## src/rtl/wb_spiflash_reader.sv

```systemverilog
// wb_spiflash_reader: read-only Wishbone classic slave serving 32-bit words from SPI NOR flash via the READ command
module wb_spiflash_reader #(
  parameter int          CLK_DIV   = 2,
  parameter int          ADDR_BITS = 24,
  parameter logic [7:0]  READ_CMD  = 8'h03
) (
  input  logic        clock,
  input  logic        resetn,
  input  logic [31:0] wb_adr_i,
  input  logic [31:0] wb_dat_i,
  input  logic [3:0]  wb_sel_i,
  input  logic        wb_we_i,
  input  logic        wb_cyc_i,
  input  logic        wb_stb_i,
  output logic [31:0] wb_dat_o,
  output logic        wb_ack_o,
  output logic        spi_cs_n,
  output logic        spi_sclk,
  output logic        spi_mosi,
  input  logic        spi_miso,
  output logic        busy
);
  typedef enum logic [1:0] {IDLE, SHIFT, DONE} state_t;
  localparam int W = 8 + ADDR_BITS;
  localparam logic [7:0] DIV_MAX = 8'(CLK_DIV - 1);
  state_t state, state_n;
  logic [31:0] tx, tx_n, rx, rx_n, dat_n;
  logic [5:0] bit_cnt, bit_n;
  logic [7:0] div_cnt, div_n;
  logic cs_n_n, sclk_n, mosi_n, ack_n, busy_n;
  logic [W-1:0] cmd_full;
  logic [63:0] cmd_ext;
  logic req, div_end, unused;
  assign cmd_full = {READ_CMD, wb_adr_i[ADDR_BITS-1:2], 2'b00};
  assign cmd_ext = {cmd_full, {(64-W){1'b0}}};
  assign req = wb_cyc_i & wb_stb_i & ~wb_ack_o;
  assign div_end = div_cnt == DIV_MAX;
  assign unused = ^{wb_dat_i, wb_sel_i, wb_adr_i[31:ADDR_BITS], wb_adr_i[1:0], cmd_ext[31:0]};
  always_comb begin
    state_n = state;
    tx_n = tx;
    rx_n = rx;
    dat_n = wb_dat_o;
    bit_n = bit_cnt;
    div_n = div_cnt;
    cs_n_n = spi_cs_n;
    sclk_n = spi_sclk;
    mosi_n = spi_mosi;
    busy_n = busy;
    ack_n = 1'b0;
    case (state)
      IDLE: begin
        if (req && !wb_we_i) begin
          tx_n = cmd_ext[63:32];
          mosi_n = cmd_ext[63];
          cs_n_n = 1'b0;
          busy_n = 1'b1;
          bit_n = '0;
          div_n = '0;
          state_n = SHIFT;
        end else if (req) ack_n = 1'b1;
      end
      SHIFT: begin
        div_n = div_end ? 8'd0 : div_cnt + 8'd1;
        if (div_end && !spi_sclk) begin
          sclk_n = 1'b1;
          rx_n = {rx[30:0], spi_miso};
        end else if (div_end) begin
          // falling edge: present the next tx bit; zeros flow in once the command word is exhausted
          sclk_n = 1'b0;
          tx_n = {tx[30:0], 1'b0};
          mosi_n = bit_cnt == 6'd63 ? 1'b0 : tx[30];
          bit_n = bit_cnt + 6'd1;
          cs_n_n = bit_cnt == 6'd63;
          state_n = bit_cnt == 6'd63 ? DONE : SHIFT;
        end
      end
      default: begin
        ack_n = wb_cyc_i;
        dat_n = wb_cyc_i ? {rx[7:0], rx[15:8], rx[23:16], rx[31:24]} : wb_dat_o;
        busy_n = 1'b0;
        state_n = IDLE;
      end
    endcase
  end
  always_ff @(posedge clock) begin
    if (!resetn) begin
      state <= IDLE;
      tx <= '0;
      rx <= '0;
      bit_cnt <= '0;
      div_cnt <= '0;
      wb_dat_o <= '0;
      wb_ack_o <= 1'b0;
      spi_cs_n <= 1'b1;
      spi_sclk <= 1'b0;
      spi_mosi <= 1'b0;
      busy <= 1'b0;
    end else begin
      state <= state_n;
      tx <= tx_n;
      rx <= rx_n;
      bit_cnt <= bit_n;
      div_cnt <= div_n;
      wb_dat_o <= dat_n;
      wb_ack_o <= ack_n;
      spi_cs_n <= cs_n_n;
      spi_sclk <= sclk_n;
      spi_mosi <= mosi_n;
      busy <= busy_n;
    end
  end
endmodule

```

## config.mk

```make
export PLATFORM = sky130hd
export DESIGN_NAME = wb_spiflash_reader
export DESIGN_NICKNAME = d
export VERILOG_FILES = /design/src/rtl/wb_spiflash_reader.sv
export SDC_FILE = /design/constraint.sdc
export NUM_CORES = 1
export LEC_CHECK = 0
export CORE_ASPECT_RATIO = 1.4
export CORE_MARGIN = 1
export CORE_UTILIZATION = 35
export CTS_CLUSTER_SIZE = 20
export DETAILED_ROUTE_END_ITERATION = 8
export SETUP_SLACK_MARGIN = 0.15
export SYNTH_ARGS = -nofsm -noshare
export SYNTH_HDL_FRONTEND = slang
export SYNTH_SLANG_ARGS = --single-unit
```

## constraint.sdc

```tcl
create_clock -name clock -period 5 [get_ports clock]
set_input_delay 0.5 -clock clock [delete_from_list [all_inputs] [get_ports clock]]
set_output_delay 0.5 -clock clock [all_outputs]
set_load 0.05 [all_outputs]
```

==> out/metrics.cfg, run 1 <==
[run_status]
status = complete, no violations

[yosys]
synth-xor-area-share_pct = 0.765
syn_area_um2 = 4580
synthAdderAreaFrac_pct = 0.820
synth_simple_gate_area_share_pct = 23.8
ys_async_sr_fraction_pct = 0
synth_compound_area_share_pct = 15.0
synth-seq-cells = 114
synth_area_per_cell_um2 = 8.59
netlist_instances = 533
synthMostInstantiatedCell = dfxtp_1
yosysUniqueCellTypes = 44
ys_top_cells_by_area = dfxtp_1 (50%), nand2_1 (8.9%), mux2i_1 (5.7%), nand3_1 (5.1%), a21oi_1 (4.0%)
synth_top_area_share_pct = 49.8
synth_nets = 610
synth.area.mux_share_pct = 5.68
synth_top_family_by_area = simple AND/OR/NAND/NOR gates
ys.flop_type = dfxtp_1
synth_top_cell_by_area = dfxtp_1
ys_seq_area_share_pct = 49.8
synth_edf_count = 0
synthTopCellsByCount = dfxtp_1 (114), nand2_1 (109), nand3_1 (47), clkbuf_1 (42)
yosys_warnings = 0

[final_layout]
fin_util_pct = 46.0
multiInputGateArea_um2 = 2120
nFillCells = 1267
synthToLayoutAreaGrowth_pct = 28.6
antennaDiodeCount = 0
fin_nets = 653
final_area_um2 = 5890
layout.cells.non_filler = 740
drive_above_1_share_pct = 7.84
seq_area_um2 = 2280

[floorplanning]
ios = 111
chipWidth_um = 98.7
die_area_um2 = 13600
initial_core_util_pct = 35.7
core_um2 = 12800
core.rowCount = 49
fp.dieH_um = 137

[setup_path]
r2r_end = spi_cs_n
cp_slowest_stage_delay_ps = 860
crit_chain = clkdlybuf4s50_1 -> nor4bb_1 -> nand2_1 -> and2_1 -> o311ai_0
crit_path_max_fanout = 26
cp.required_ps = 5290
timing.rr.start = state[0]
r2r_slack_ps = 2300
critPathKind = in -> reg
cp-end-kind = register
start_kind = primary input
crit_slowest_cell = nor4bb_1
rr_worst_depth = 5
worstPathArrival_ps = 3030

[hold_path]
hp-class = reg -> reg
holdPathStages = 2
hold_end = wb_dat_o[3]
worstHoldStart = wb_dat_o[3]

[placed_design]
place.gp.congestion = 0.757
numPortBuffers = 64
placed_area_um2 = 5290
dp_slack_ps = 1840
place_inst = 710
hpwl_mm = 6.55

[global_route]
grt_pass1_vias = 3749
grt_max_degree = 80
antenna_found_initial = 0
grt_usage_pct = 16.4
grt_pass1_wl_mm = 17.6
gr-total-overflow = 0

[power]
power_mw = 2.23
leakagePower_nw = 2.17
cellPowerDensity_nw_per_um2 = 379
ir_drop_v = 0.000212

[timing]
clock_skew_ps = 6.51
fmax_mhz = 365
whs_ps = 451
finalCritPeriodShare_pct = 54.8
rsz0062_at_grt = no
setup_tns_ps = 0
worst_pin_slew_ps = 1170
finalHoldViolations = 0
setup_viol = 0
setup_slack_ps = 2260
drv_slew = 0
fin_crit_ps = 2740
relSlewSlack_pct = 21.7

[drt]
antenna_left = 0
wire_per_inst_um = 14.2
first_pass_iters = 5
drc = 0
routed_wl_mm = 10.5
num_vias = 3925
drtIter0Drc = 177
vias_per_cell = 5.30

[clock_tree]
cts_sinks = 114
cts_tree = yes
clk_pin_slew_ps = 50
htreeDepth = 4
clock_path_buffers = 2
cts_buffers = 17
cts_resized = 0
post_cts_buffers = 0
clk_latency_ps = 410
ctsHoldBuffers = 0
clockRootBuffer = clkbuf_16

[flow_run]
drv_cap = 0

-- power breakdown --
group          internal, mW  switching [mW]  leakage (nW)
logic                0.0408          0.0561         0.951
registers             0.919         0.00621         0.920
clock network         0.818           0.392         0.298
-- metal layers --
metal	vias to the layer above	part of all wire [%]	GRT usage, %	wire length, um
met2	106	48	28.0	5080
met3	17	5.2	4.67	549
met1	1826	44	18.5	4650
li1	1976	-	-	-
met4	0	1.9	8.79	199
met5	-	0	0	0
-- worst max path at each step --
stage               start         end  cells after the start
6_report         wb_cyc_i    spi_cs_n                      5
5_1_grt          wb_cyc_i    spi_cs_n                      5
4_1_cts          state[0]    spi_cs_n                      5
3_5_place_dp     wb_cyc_i    spi_cs_n                      5
3_3_place_gp     wb_cyc_i    spi_cs_n                      5
2_1_floorplan  div_cnt[0]  bit_cnt[4]                      5
-- area by class of cell --
cell class,count,area share (%)
clock inverters,4,1.19
flip-flops and latches,114,38.8
inverters,2,0.127
clock buffers,26,8.99
multi-input cells,370,36.0
well taps,153,3.25
repair buffers,71,11.7
-- flip-flops by register name, summed over array words and instances, names as in the netlist --
name / flops
spi_sclk: 1
wb_ack_o: 1
state: 2
rx: 32
wb_dat_o: 32
spi_mosi: 1
spi_cs_n: 1
div_cnt: 8
busy: 1
tx: 29
bit_cnt: 6
-- cells by family (layout without fill, tap and decap cells) --
family          Yosys count  in the layout
flops                   114            114
mux                      26             26
buf+inv                  49            103
xor+xnor                  4              4
fa+ha+maj                 3              3
simple gates            223            223
compound gates          114            114
-- worst max-delay path: cells and delay by family --
family / cells / cell delay [ps]
buf+inv: 1 / 550
compound gates: 1 / 460
simple gates: 3 / 1520
-- layout by cell type, fill, tap and decap left out, types with 3 or more instances in the layout --
cell type          n
a21oi_1           37
and2_1             4
and3_1             5
buf_4              8
clkbuf_16         17
clkbuf_8           7
clkdlybuf4s50_1   63
dfxtp_1          114
ha_1               3
mux2i_1           26
nand2_1          109
nand3_1           47
nand4_1           27
nor2_1             9
nor3_1             4
o21ai_0           37
o31ai_1           21
xor2_1             4
Note: power is estimated with default switching activity, not from simulation.
==> run 2, diff against run 1 <==
clock period = 2.8 ns   (was 5 ns; I/O delays follow)
==> run 2 against run 1 <==
Against the previous run: design area rose by 1.2%; register-to-register slack lost 1700 ps; clock skew fell by 1.5 ps.
==> out/metrics.cfg, run 2 (synthesized netlist as in run 1, its figures left out) <==
[timing]
relSlewSlack_pct = 61.7  ; +40 points
worst_pin_slew_ps = 575  ; -597 ps
finalHoldViolations = 0  ; unchanged
setup_viol = 0  ; unchanged
fmax_mhz = 458
drv_slew = 0  ; unchanged
clock_skew_ps = 4.99  ; -1.51 ps
rsz0062_at_grt = no
setup_tns_ps = 0  ; unchanged
fin_crit_ps = 2180
finalCritPeriodShare_pct = 78.0

[final_layout]
drive_above_1_share_pct = 9.09  ; +1.3 points
final_cell_mix = dfxtp_1 (114), nand2_1 (109), clkdlybuf4s50_1 (63), nand3_1 (47)
fin_nets = 658  ; +0.77%
multiInputGateArea_um2 = 2120  ; unchanged
reg_top3 = rx x32, wb_dat_o x32, tx x29
synthToLayoutAreaGrowth_pct = 30.2
antennaDiodeCount = 0  ; unchanged
fin_util_pct = 46.5  ; +0.56 points
layout.cells.non_filler = 747  ; +0.95%
final_area_um2 = 5960  ; +1.2%
seq_area_um2 = 2280  ; unchanged
nFillCells = 1247  ; -1.6%
layout_commonest_cell = dfxtp_1

[drt]
drtIter0Drc = 136  ; -23%
wire_per_inst_um = 13.9  ; -1.7%
drc = 0  ; unchanged
antenna_left = 0  ; unchanged
routed_wl_mm = 10.4  ; -0.80%
num_vias = 3931  ; +0.15%
vias_per_cell = 5.26  ; -0.79%
first_pass_iters = 5  ; unchanged

[clock_tree]
clockRootBuffer = clkbuf_16
ctsHoldBuffers = 0  ; unchanged
cts_tree = yes
cts_sinks = 114  ; unchanged
post_cts_buffers = 0  ; unchanged
clock_path_buffers = 2  ; unchanged
htreeDepth = 4  ; unchanged
cts_buffers = 17  ; unchanged
clk_latency_ps = 400  ; about the same
clk_pin_slew_ps = 50  ; about the same
cts_resized = 0  ; unchanged

[power]
pwr-share-seq_pct = 40.5  ; -1.0 points
cellPowerDensity_nw_per_um2 = 685  ; +81%
combinationalPowerShare_pct = 4.3  ; about the same
power_mw = 4.08  ; +83%
p_switching_uw = 827  ; +82%
power.internal_mw = 3.26  ; +83%
leakagePower_nw = 2.21  ; +1.8%
power_frac_clock_pct = 55.3  ; +1.1 points
ir_drop_v = 0.000394  ; +86%
switching_share_pct = 20.3  ; -0.070 points

[global_route]
grt_pass1_vias = 3907  ; +4.2%
grt_max_degree = 61  ; -24%
antenna_found_initial = 0  ; unchanged
grt_pass1_wl_mm = 18.1  ; +3.2%
gr-total-overflow = 0  ; unchanged
grt_usage_pct = 16.7  ; +0.33 points

[placed_design]
hpwl_mm = 6.61  ; +0.89%
numPortBuffers = 64  ; unchanged
place_inst = 715  ; +0.70%
placed_area_um2 = 5330  ; +0.71%
place.gp.congestion = 0.773  ; +2.0%

[hold_path]
worstHoldStart = resetn
hp-class = in -> reg

[setup_path]
crit_path_max_fanout = 6  ; -77%
r2r_slack_ps = 620  ; -1680 ps
critPathKind = reg -> reg
setup.worst_path.start = div_cnt[0]
worstPathArrival_ps = 2490  ; -540 ps
start_kind = register
timing.rr.start = div_cnt[0]
cp-end-kind = register
cp.required_ps = 3110  ; -2180 ps

[floorplanning]
chipWidth_um = 98.7  ; unchanged
fp.dieH_um = 137  ; unchanged
die_area_um2 = 13600  ; unchanged
core.rowCount = 49  ; unchanged
core_um2 = 12800  ; unchanged
ios = 111  ; unchanged
initial_core_util_pct = 35.7  ; unchanged

[flow_run]
drv_cap = 0  ; unchanged

[run_status]
status = complete, no violations

-- run 2: critical path: stages (launching register included) --
cell	delay [ps]
dfxtp_1	400
ha_1	200
or4b_4	500
or4_4	580
nand2b_4	170
o32ai_2	250
-- run 2: area by class of cell --
cell class / count / share of cell area [%]
multi-input combinational: 370 / 35.5
timing repair buffer: 76 / 12.2
clock inverter: 8 / 2.04
sequential: 114 / 38.3
clock buffer: 24 / 8.59
inverter: 2 / 0.126
tap: 153 / 3.21
-- run 2: layer usage --
metal / up-vias / part of all wire (%) / global-route usage (%)
li1: 1982 / - / -
met1: 1858 / 45 / 19.0
met2: 78 / 50 / 29.5
met3: 13 / 3.4 / 4.41
met4: 0 / 1.6 / 7.13
met5: - / 0 / 0
-- run 2: path summary, 6_finish.rpt --
| kind | depth (start not counted) | to |
|---|---|---|
| setup / recovery | 5 | bit_cnt[5] |
| hold / removal | 3 | rx[7] |
| setup reg to reg | 5 | bit_cnt[5] |
| hold reg to reg | 2 | rx[31] |
-- run 2: metrics by stage --
stage | worst slack [ps] | hold WS (ps)
finish | 616 | 422
global route | 504 | 430
CTS | 611 | 405
detailed placement | 577 | 443
global placement | 632 | 441
floorplan | 789 | 410
-- run 2: power groups by stage --
stage               combinational, mW  clock (mW)  sequential, mW
floorplan                       0.102           0            1.69
global route                    0.192        2.38            1.65
detailed placement              0.176           0            1.68
global placement                0.173           0            1.68
CTS                             0.176        2.30            1.65
finish                          0.175        2.26            1.65
